[src/rtl/dout_arb_pkg.sv]
// dout_arb_pkg: shared types and sizing helpers for the round-robin output arbiter
package dout_arb_pkg;

    typedef enum logic {IDLE, LOCK} arb_state_t;

    function automatic int idw(input int n);
        return (n > 1) ? $clog2(n) : 1;
    endfunction

endpackage

[src/rtl/dout_rr_pick.sv]
// dout_rr_pick: combinational pick of the first valid requester at or after rr_ptr
module dout_rr_pick import dout_arb_pkg::*; #(
    parameter int NREQ = 4,
    localparam int IDW = idw(NREQ)
) (
    input  logic [NREQ-1:0] req_valid,
    input  logic [IDW-1:0]  rr_ptr,
    output logic [IDW-1:0]  pick_id,
    output logic            pick_vld
);

    logic [2*NREQ-1:0] dbl;
    logic [NREQ-1:0]   rot;
    logic [IDW-1:0]    off;
    logic [IDW:0]      sum;

    // rotate so rr_ptr lands at bit 0, encode the lowest set bit, then rotate back
    assign dbl = {req_valid, req_valid};
    assign rot = dbl[rr_ptr +: NREQ];

    always_comb begin
        off = '0;
        for (int i = NREQ - 1; i >= 0; i--)
            if (rot[i])
                off = IDW'(i);
    end

    assign sum      = {1'b0, off} + {1'b0, rr_ptr};
    assign pick_id  = (sum >= (IDW+1)'(NREQ)) ? IDW'(sum - (IDW+1)'(NREQ)) : sum[IDW-1:0];
    assign pick_vld = |req_valid;

endmodule

[src/rtl/dout_rr_arbiter.sv]
// dout_rr_arbiter: burst-locked round-robin arbiter feeding one registered output stream
module dout_rr_arbiter import dout_arb_pkg::*; #(
    parameter int DWIDTH    = 16,
    parameter int NREQ      = 4,
    parameter int MAX_BURST = 8,
    localparam int IDW = idw(NREQ)
) (
    input  logic                   clk,
    input  logic                   rst_n,
    input  logic [NREQ*DWIDTH-1:0] req_data,
    input  logic [NREQ-1:0]        req_valid,
    input  logic [NREQ-1:0]        req_last,
    output logic [NREQ-1:0]        req_ready,
    output logic [DWIDTH-1:0]      dout_data,
    output logic                   dout_valid,
    output logic                   dout_last,
    input  logic                   dout_ready,
    output logic [IDW-1:0]         grant_id,
    output logic                   busy
);

    localparam int BCW = $clog2(MAX_BURST + 1);

    arb_state_t     state;
    logic [IDW-1:0] rr_ptr;
    logic [IDW-1:0] pick_id;
    logic [IDW-1:0] next_ptr;
    logic [BCW-1:0] beat_cnt;
    logic           pick_vld;
    logic           load_ok;
    logic           xfer;
    logic           rel;

    dout_rr_pick #(.NREQ(NREQ)) u_pick (
        .req_valid(req_valid),
        .rr_ptr   (rr_ptr),
        .pick_id  (pick_id),
        .pick_vld (pick_vld)
    );

    assign busy      = state == LOCK;
    assign load_ok   = !dout_valid || dout_ready;
    assign req_ready = (busy && load_ok) ? NREQ'(1) << grant_id : '0;
    assign xfer      = busy && load_ok && req_valid[grant_id];
    // a forced release at MAX_BURST leaves dout_last as the source's own flag
    assign rel       = xfer && (req_last[grant_id] || beat_cnt == BCW'(MAX_BURST - 1));
    assign next_ptr  = (grant_id == IDW'(NREQ - 1)) ? '0 : grant_id + IDW'(1);

    always_ff @(posedge clk or negedge rst_n) begin
        if (!rst_n) begin
            state      <= IDLE;
            rr_ptr     <= '0;
            grant_id   <= '0;
            beat_cnt   <= '0;
            dout_valid <= 1'b0;
            dout_data  <= '0;
            dout_last  <= 1'b0;
        end else begin
            if (state == IDLE) begin
                if (pick_vld) begin
                    state    <= LOCK;
                    grant_id <= pick_id;
                    beat_cnt <= '0;
                end
            end else if (xfer) begin
                beat_cnt <= rel ? '0 : beat_cnt + BCW'(1);
                if (rel) begin
                    state  <= IDLE;
                    rr_ptr <= next_ptr;
                end
            end
            if (xfer) begin
                dout_valid <= 1'b1;
                dout_data  <= req_data[grant_id*DWIDTH +: DWIDTH];
                dout_last  <= req_last[grant_id];
            end else if (dout_ready) begin
                dout_valid <= 1'b0;
            end
        end
    end

endmodule

[config.mk]
export PLATFORM = sky130hd
export DESIGN_NAME = dout_rr_arbiter
export DESIGN_NICKNAME = d
export VERILOG_FILES = /design/src/rtl/dout_arb_pkg.sv /design/src/rtl/dout_rr_pick.sv /design/src/rtl/dout_rr_arbiter.sv
export SDC_FILE = /design/constraint.sdc
export NUM_CORES = 1
export LEC_CHECK = 0
export ABC_CLOCK_PERIOD_IN_PS = 1800
export BUFFER_PORTS_ARGS = -buffer_cell sky130_fd_sc_hd__buf_2
export CAP_MARGIN = 20
export CORE_MARGIN = 3
export CORE_UTILIZATION = 41
export CTS_CLUSTER_DIAMETER = 50
export DETAILED_ROUTE_END_ITERATION = 12
export HOLD_SLACK_MARGIN = 0.02
export PLACE_DENSITY = 0.77
export SLEW_MARGIN = 30
export SYNTH_ARGS = -nofsm -noshare
export SYNTH_HDL_FRONTEND = slang
export SYNTH_HIERARCHICAL = 1
export SYNTH_SLANG_ARGS = --single-unit
export TNS_END_PERCENT = 1
[constraint.sdc]
create_clock -name clk -period 1.8 [get_ports clk]
set_input_delay 0.36 -clock clk [delete_from_list [all_inputs] [get_ports clk]]
set_output_delay 0.36 -clock clk [all_outputs]
set_load 0.02 [all_outputs]
---- After elaboration in Yosys (flattened, before gate mapping) ----
Cells that the tools add are included.
word-level totals
  flip-flop bits (word level) ............. 27
  bits in latches ......................... 0
  memory bits (writable) .................. 0
  memory bits (read-only) ................. 0
  bits of input ports ..................... 75
  output and inout port bits .............. 25
  logic and storage cells ................. 53
  memories kept ........................... 0
operators by class
  add/sub/neg operators ................... 4
  multipliers ............................. 0
  div/mod/pow operators ................... 0
  magnitude comparators ................... 2
  equality and inequality tests ........... 3
  shifts and indexed selects .............. 3
  multiplexer cells ....................... 21
  bitwise logic cells ..................... 1
  reductions and logical operators ........ 12
operators with widths
  kind                                                         count
  variable part select 64 x 7 -> 16 bit                        1
  two-way mux 4 bit                                            5
  two-way mux 2 bit                                            6
  two-way mux 1 bit                                            8
  variable part select 8 x 3 -> 4 bit                          1
  adder 4 x 1 -> 4 bit (second input constant)                 1
  binary-select mux 1 bit (select 2 bit)                       2
  == test 4 x 3 -> 1 bit (second input constant)               1
  AND reduction 2 bit                                          2
  nonzero test 2 bit                                           2
  OR reduction 4 bit                                           1
  << shifter 1 x 2 -> 4 bit (first input constant)             1
  adder 2 x 2 -> 3 bit                                         1
  greater-or-equal comparator 3 bit (second input constant)    1
  logical AND 1 bit                                            3
  less-than comparator 2 x 3 -> 1 bit (second input constant)  1
  AND reduction 3 bit                                          1
  adder 2 x 1 -> 2 bit (second input constant)                 1
  == test 2 bit (second input constant)                        1
  logical OR 1 bit                                             2
  inequality test 2 x 1 -> 1 bit (second input constant)       1
  subtractor 2 x 1 -> 2 bit (second input constant)            1
  logical NOT 1 bit                                            1
  NOT 1 bit                                                    1

---- Depth between registers and ports, before layout ----
  depth in word-level cells ............... 8
  gate-level depth with buffers ........... 10
  gate-level depth less buffers ........... 9

---- Hierarchy ----
The synthesis kept the hierarchy.
by module, submodules not included
  module           instances  cells each  area each (um2)  seq. area each (um2)
  dout_rr_arbiter  1          117         1671.6           675.6
  dout_rr_pick     1          27          178.9            0.0

---- Worst setup path after synthesis ----
OpenSTA, ideal clock, no wires.
  kind .................................... reg2reg
  start ................................... register grant_id[0]
  end ..................................... register rr_ptr[1]
  setup time .............................. 125 ps
  data arrival time ....................... 1927 ps
  data required time ...................... 1675 ps
  setup slack ............................. -253 ps
  cell stages (with the launch flop) ...... 6
  path buffers ............................ 1
  clock period less this slack ............ 2053 ps
  cells stage by stage .................... dfrtp_1 -> buf_6 -> mux4_2 -> a31oi_4 -> nand2b_4 -> mux2_4
on the way
  cells in the longest elaborated chain, start to end .. 5
  elaborated cells between the ends (all ways) .. 11
  classes of those cells .................. add/sub: 1; eq/ne: 1; mux: 5; reduce/logical: 4
RTL lines
  what                                                              RTL line                                      source
  start, declared                                                   dout_rr_arbiter.sv:18                         output logic [IDW-1:0] grant_id,
  start signal, assigned                                            dout_rr_arbiter.sv:62                         grant_id <= pick_id;
  binary-select mux 1 bit (select 2 bit), on equally long branches  dout_rr_arbiter.sv:44, dout_rr_arbiter.sv:46
  two-way mux 1 bit, on equally long branches                       dout_rr_arbiter.sv:44, dout_rr_arbiter.sv:46
  logical AND 1 bit / logical OR 1 bit (equally long branches)      dout_rr_arbiter.sv:44, dout_rr_arbiter.sv:46
  logical AND 1 bit                                                 dout_rr_arbiter.sv:46                         assign rel = xfer && (req_last[grant_id] || beat_cnt == BCW'(MAX_BURST - 1));
  AND reduction 3 bit (no source line)                              n/a
  end signal, assigned                                              dout_rr_arbiter.sv:69                         rr_ptr <= next_ptr;
  end, declared                                                     dout_rr_arbiter.sv:25                         logic [IDW-1:0] rr_ptr;
Several ways; a longest one is shown, not always the timed one. The select of a mux whose other input is x is not followed.
A chain may end at the register's enable or synchronous reset.

---- Final worst setup path ----
Ends and elaborated chain as after synthesis.

==> reports/qor.csv <==
metric;value;unit
outcome;finished with violations;
violated checks;negative setup slack;
cell with the most instances after synthesis;dfrtp_1;
YS warnings;6;
Crit-path slowest cell;mux4_2;
TritonCTS clock tree;built;
clock-pin slew of the registers on the worst-case setup and hold paths;100;ps
number of DRC markers after the initial detailed-route iteration;109;
ranking of synthesized cells by instance count;dfrtp_1, mux2_1, nand2_1, mux4_2, mux4_1;
pin count of the biggest net entering global routing;28;
Nets;340;
part of the total power dissipated in the clock network;0.087;
GRT met1 Usage;0.2256;
Max-Slew Margin vs Limit;0.6052;
clock buffers created by TritonCTS;3;
kind of start point of the critical path;register;
FILL cells;303;
final-layout setup total negative slack;-8.224;ps
synthesized instance count;144;
max-cap viol count;0;
Syn Nets;225;
number of distinct library cell variants in the gate-level netlist after synthesis;42;
portion of total power attributed to sequential cells;0.279;
Fmax;553.0;MHz
total power density per cell area;1546;nW/um^2
effective utilization at floorplan;0.4435;
H-tree lvl count;1;
total placed instance area;2461;um^2
predominant post-synthesis flop cell;dfrtp_1;
Tot GR Track Use;0.1982;
Post-Route Hold Slack;73.83;ps
post-layout instance area;2587;um^2
Area growth syn-to-layout;39.82;%
antenna violations before repair;0;
post-route insts no fill;308;
maximum clock path buffer count;2;
combined area of all synthesized cells;1851;um^2
Final ANT Viol Nets;0;
CP cell instances;buf_6 -> mux4_2 -> a31oi_4 -> nand2b_4 -> mux2_4;
Min Clock Period, post-route;1808;ps
cells on worst reg2reg path;5;
logic depth of the worst setup path including buffers;5;
core region area;4173;um^2
post-synthesis sequential element count;27;
largest vdd supply drop;0.8638;mV
I/O pin count;100;
kind of path behind the tightest hold check;in2async;
fraction of synthesized cell area taken by the top area cell type;0.3651;
power consumption;4.001;mW
number of rows created at floorplan;23;
global-route track usage on met2;0.3684;
number of enable-type register cells in the synthesized netlist;0;
clock latency at the later pin of the worst-skew pair;280;ps
Via Count;1719;
class of the most critical setup path;reg2reg;
final clock period utilization by the worst path;1.005;
GR Layer Usage met3;0.04545;
drt drc;0;
Hold Violations, Final;0;
ranking of synthesized cells by area;dfrtp_1, mux4_2, mux4_1;
share of cells above drive strength 1;0.5504;
skew final;10.61;ps
Crit path required time;1970;ps
number of optimization iterations in the first detailed-route pass;4;
cell family contributing the most delay on the critical path;multiplexers;
Static Leakage;1.273;nW
vias per std cell;5.581;
Net Sw Power;1.698;mW
mean instance size in the synthesized netlist;12.85;um^2
wirelength, routed;4938;um
buffering stage count on the worst path with inverters included;1;
Final Max Slew Viols;0;
critical path fanouts, max;3;
data arrival at the endpoint of the critical path;1980;ps
height of the die;73.18;um
layer carrying the most global-route usage;met2;
Die X;73.18;um
Inserted Diodes;0;
drt wl/cell;16.03;um
grt total ovfl;0;
share of synthesized flip-flops with an asynchronous set or reset;1.000;
post-synthesis sequential area ratio;0.3651;
IO buf count;99;
critical path's largest stage delay;530;ps
internal power of the cells;2.303;mW
register area;676.9;um^2
post-route worst setup slack;-8.224;ps
hold-fix buffers at CTS;0;
sort of element at the end of the critical path;register;
first-pass GRT wire length;8183;um
Die Footprint;5355;um^2
total of endpoints with negative setup slack in the final report;1;
RSZ-0062 raised after global routing;yes;
clock tree sinks;27;
combinational group share of total power;0.634;
GPL Wtd Cong;0.8934;
transition at the pin with the smallest max-transition slack;592.2;ps
via count of the first global-routing pass;1796;
area of combinational cells with multiple inputs;1119;um^2
cell taking the most area after synthesis;dfrtp_1;
Sw Ratio;0.4243;
buffer cell driving the clock tree root;clkbuf_8;
number of placed cells counting well taps;298;
Final HPWL DP;3868;um
cells in the final DEF, fill, tap and decap left out, drive strengths merged, types with 2 or more instances in the layout:
master | synthesis | final
a21oi | 3 | 3
a31oi | 2 | 2
and3 | 6 | 6
buf | 7 | 118
clkbuf | 1 | 3
dfrtp | 27 | 27
ha | 6 | 6
inv | 5 | 5
mux2 | 17 | 17
mux4 | 18 | 18
nand2 | 11 | 11
nand2b | 4 | 4
nand3 | 4 | 4
nor2 | 5 | 5
nor3 | 2 | 2
nor3b | 2 | 2
o211ai | 4 | 4
o21ai | 5 | 5
layer usage:
layer	vias to the layer above	part of all wire
met5	-	0
met2	71	0.56
li1	787	-
met1	857	0.36
met3	4	0.068
met4	0	0.010
worst paths after layout:
check	from	end	slack [ps]
max in group asynchronous	rst_n	grant_id[0]$_DFFE_PN0P_	1300
min in group clk	dout_data[10]$_DFFE_PN0P_	dout_data[10]$_DFFE_PN0P_	490
worst min-delay path	rst_n	dout_data[13]$_DFFE_PN0P_	70
worst min register to register	dout_data[10]$_DFFE_PN0P_	dout_data[10]$_DFFE_PN0P_	490
worst max register to register	grant_id[0]$_DFFE_PN0P_	rr_ptr[1]$_DFFE_PN0P_	-8
worst max-delay path	grant_id[0]$_DFFE_PN0P_	rr_ptr[1]$_DFFE_PN0P_	-8
power groups by stage:
stage               combinational (mW)  clock, mW  sequential [mW]
global route                      2.75      0.383             1.16
CTS                               2.47      0.353             1.11
global placement                  2.32          0             1.12
floorplan                         1.37          0             1.38
finish                            2.54      0.348             1.12
detailed placement                2.38          0             1.13
sequential cells by signal, indices dropped and copies added (netlist names):
register and flops:
beat_cnt 4, busy 1, dout_data 16, dout_last 1
dout_valid 1, grant_id 2, rr_ptr 2
stage by stage:
| step | utilization | setup WS, ps |
|---|---|---|
| 2_1_floorplan | - | -161.2 |
| 3_3_place_gp | 0.5898 | 5.579 |
| 3_5_place_dp | 0.5898 | -11.23 |
| 4_1_cts | 0.6090 | 0.9153 |
| 5_1_grt | 0.6201 | -56.31 |
| 6_report | 0.6201 | -8.224 |
area by class of cell:
| class | instances | area share |
|---|---|---|
| Multi-Input combinational cell | 104 | 0.4323 |
| Timing Repair Buffer | 118 | 0.2568 |
| Clock inverter | 1 | 0.001934 |
| Clock buffer | 3 | 0.01596 |
| Inverter | 5 | 0.007253 |
| Tap cell | 50 | 0.02418 |
| Sequential cell | 27 | 0.2616 |
cells by family after synthesis:
kind of cell	synth area share
xor gates and xnor gates	0.009468
AOI/OAI and AO/OA	0.08384
DFF	0.3651
adders and majority gates	0.04057
muxes	0.3462
buffers and inverters	0.03516
and+or+nand+nor	0.1197
what timing repair did:
action | CTS | global route
setup endpoints to repair | 4 | 8
resized for setup | 4 | 7
setup buffers | 3 | 3
No activity file was read; power rests on OpenSTA's default activity.
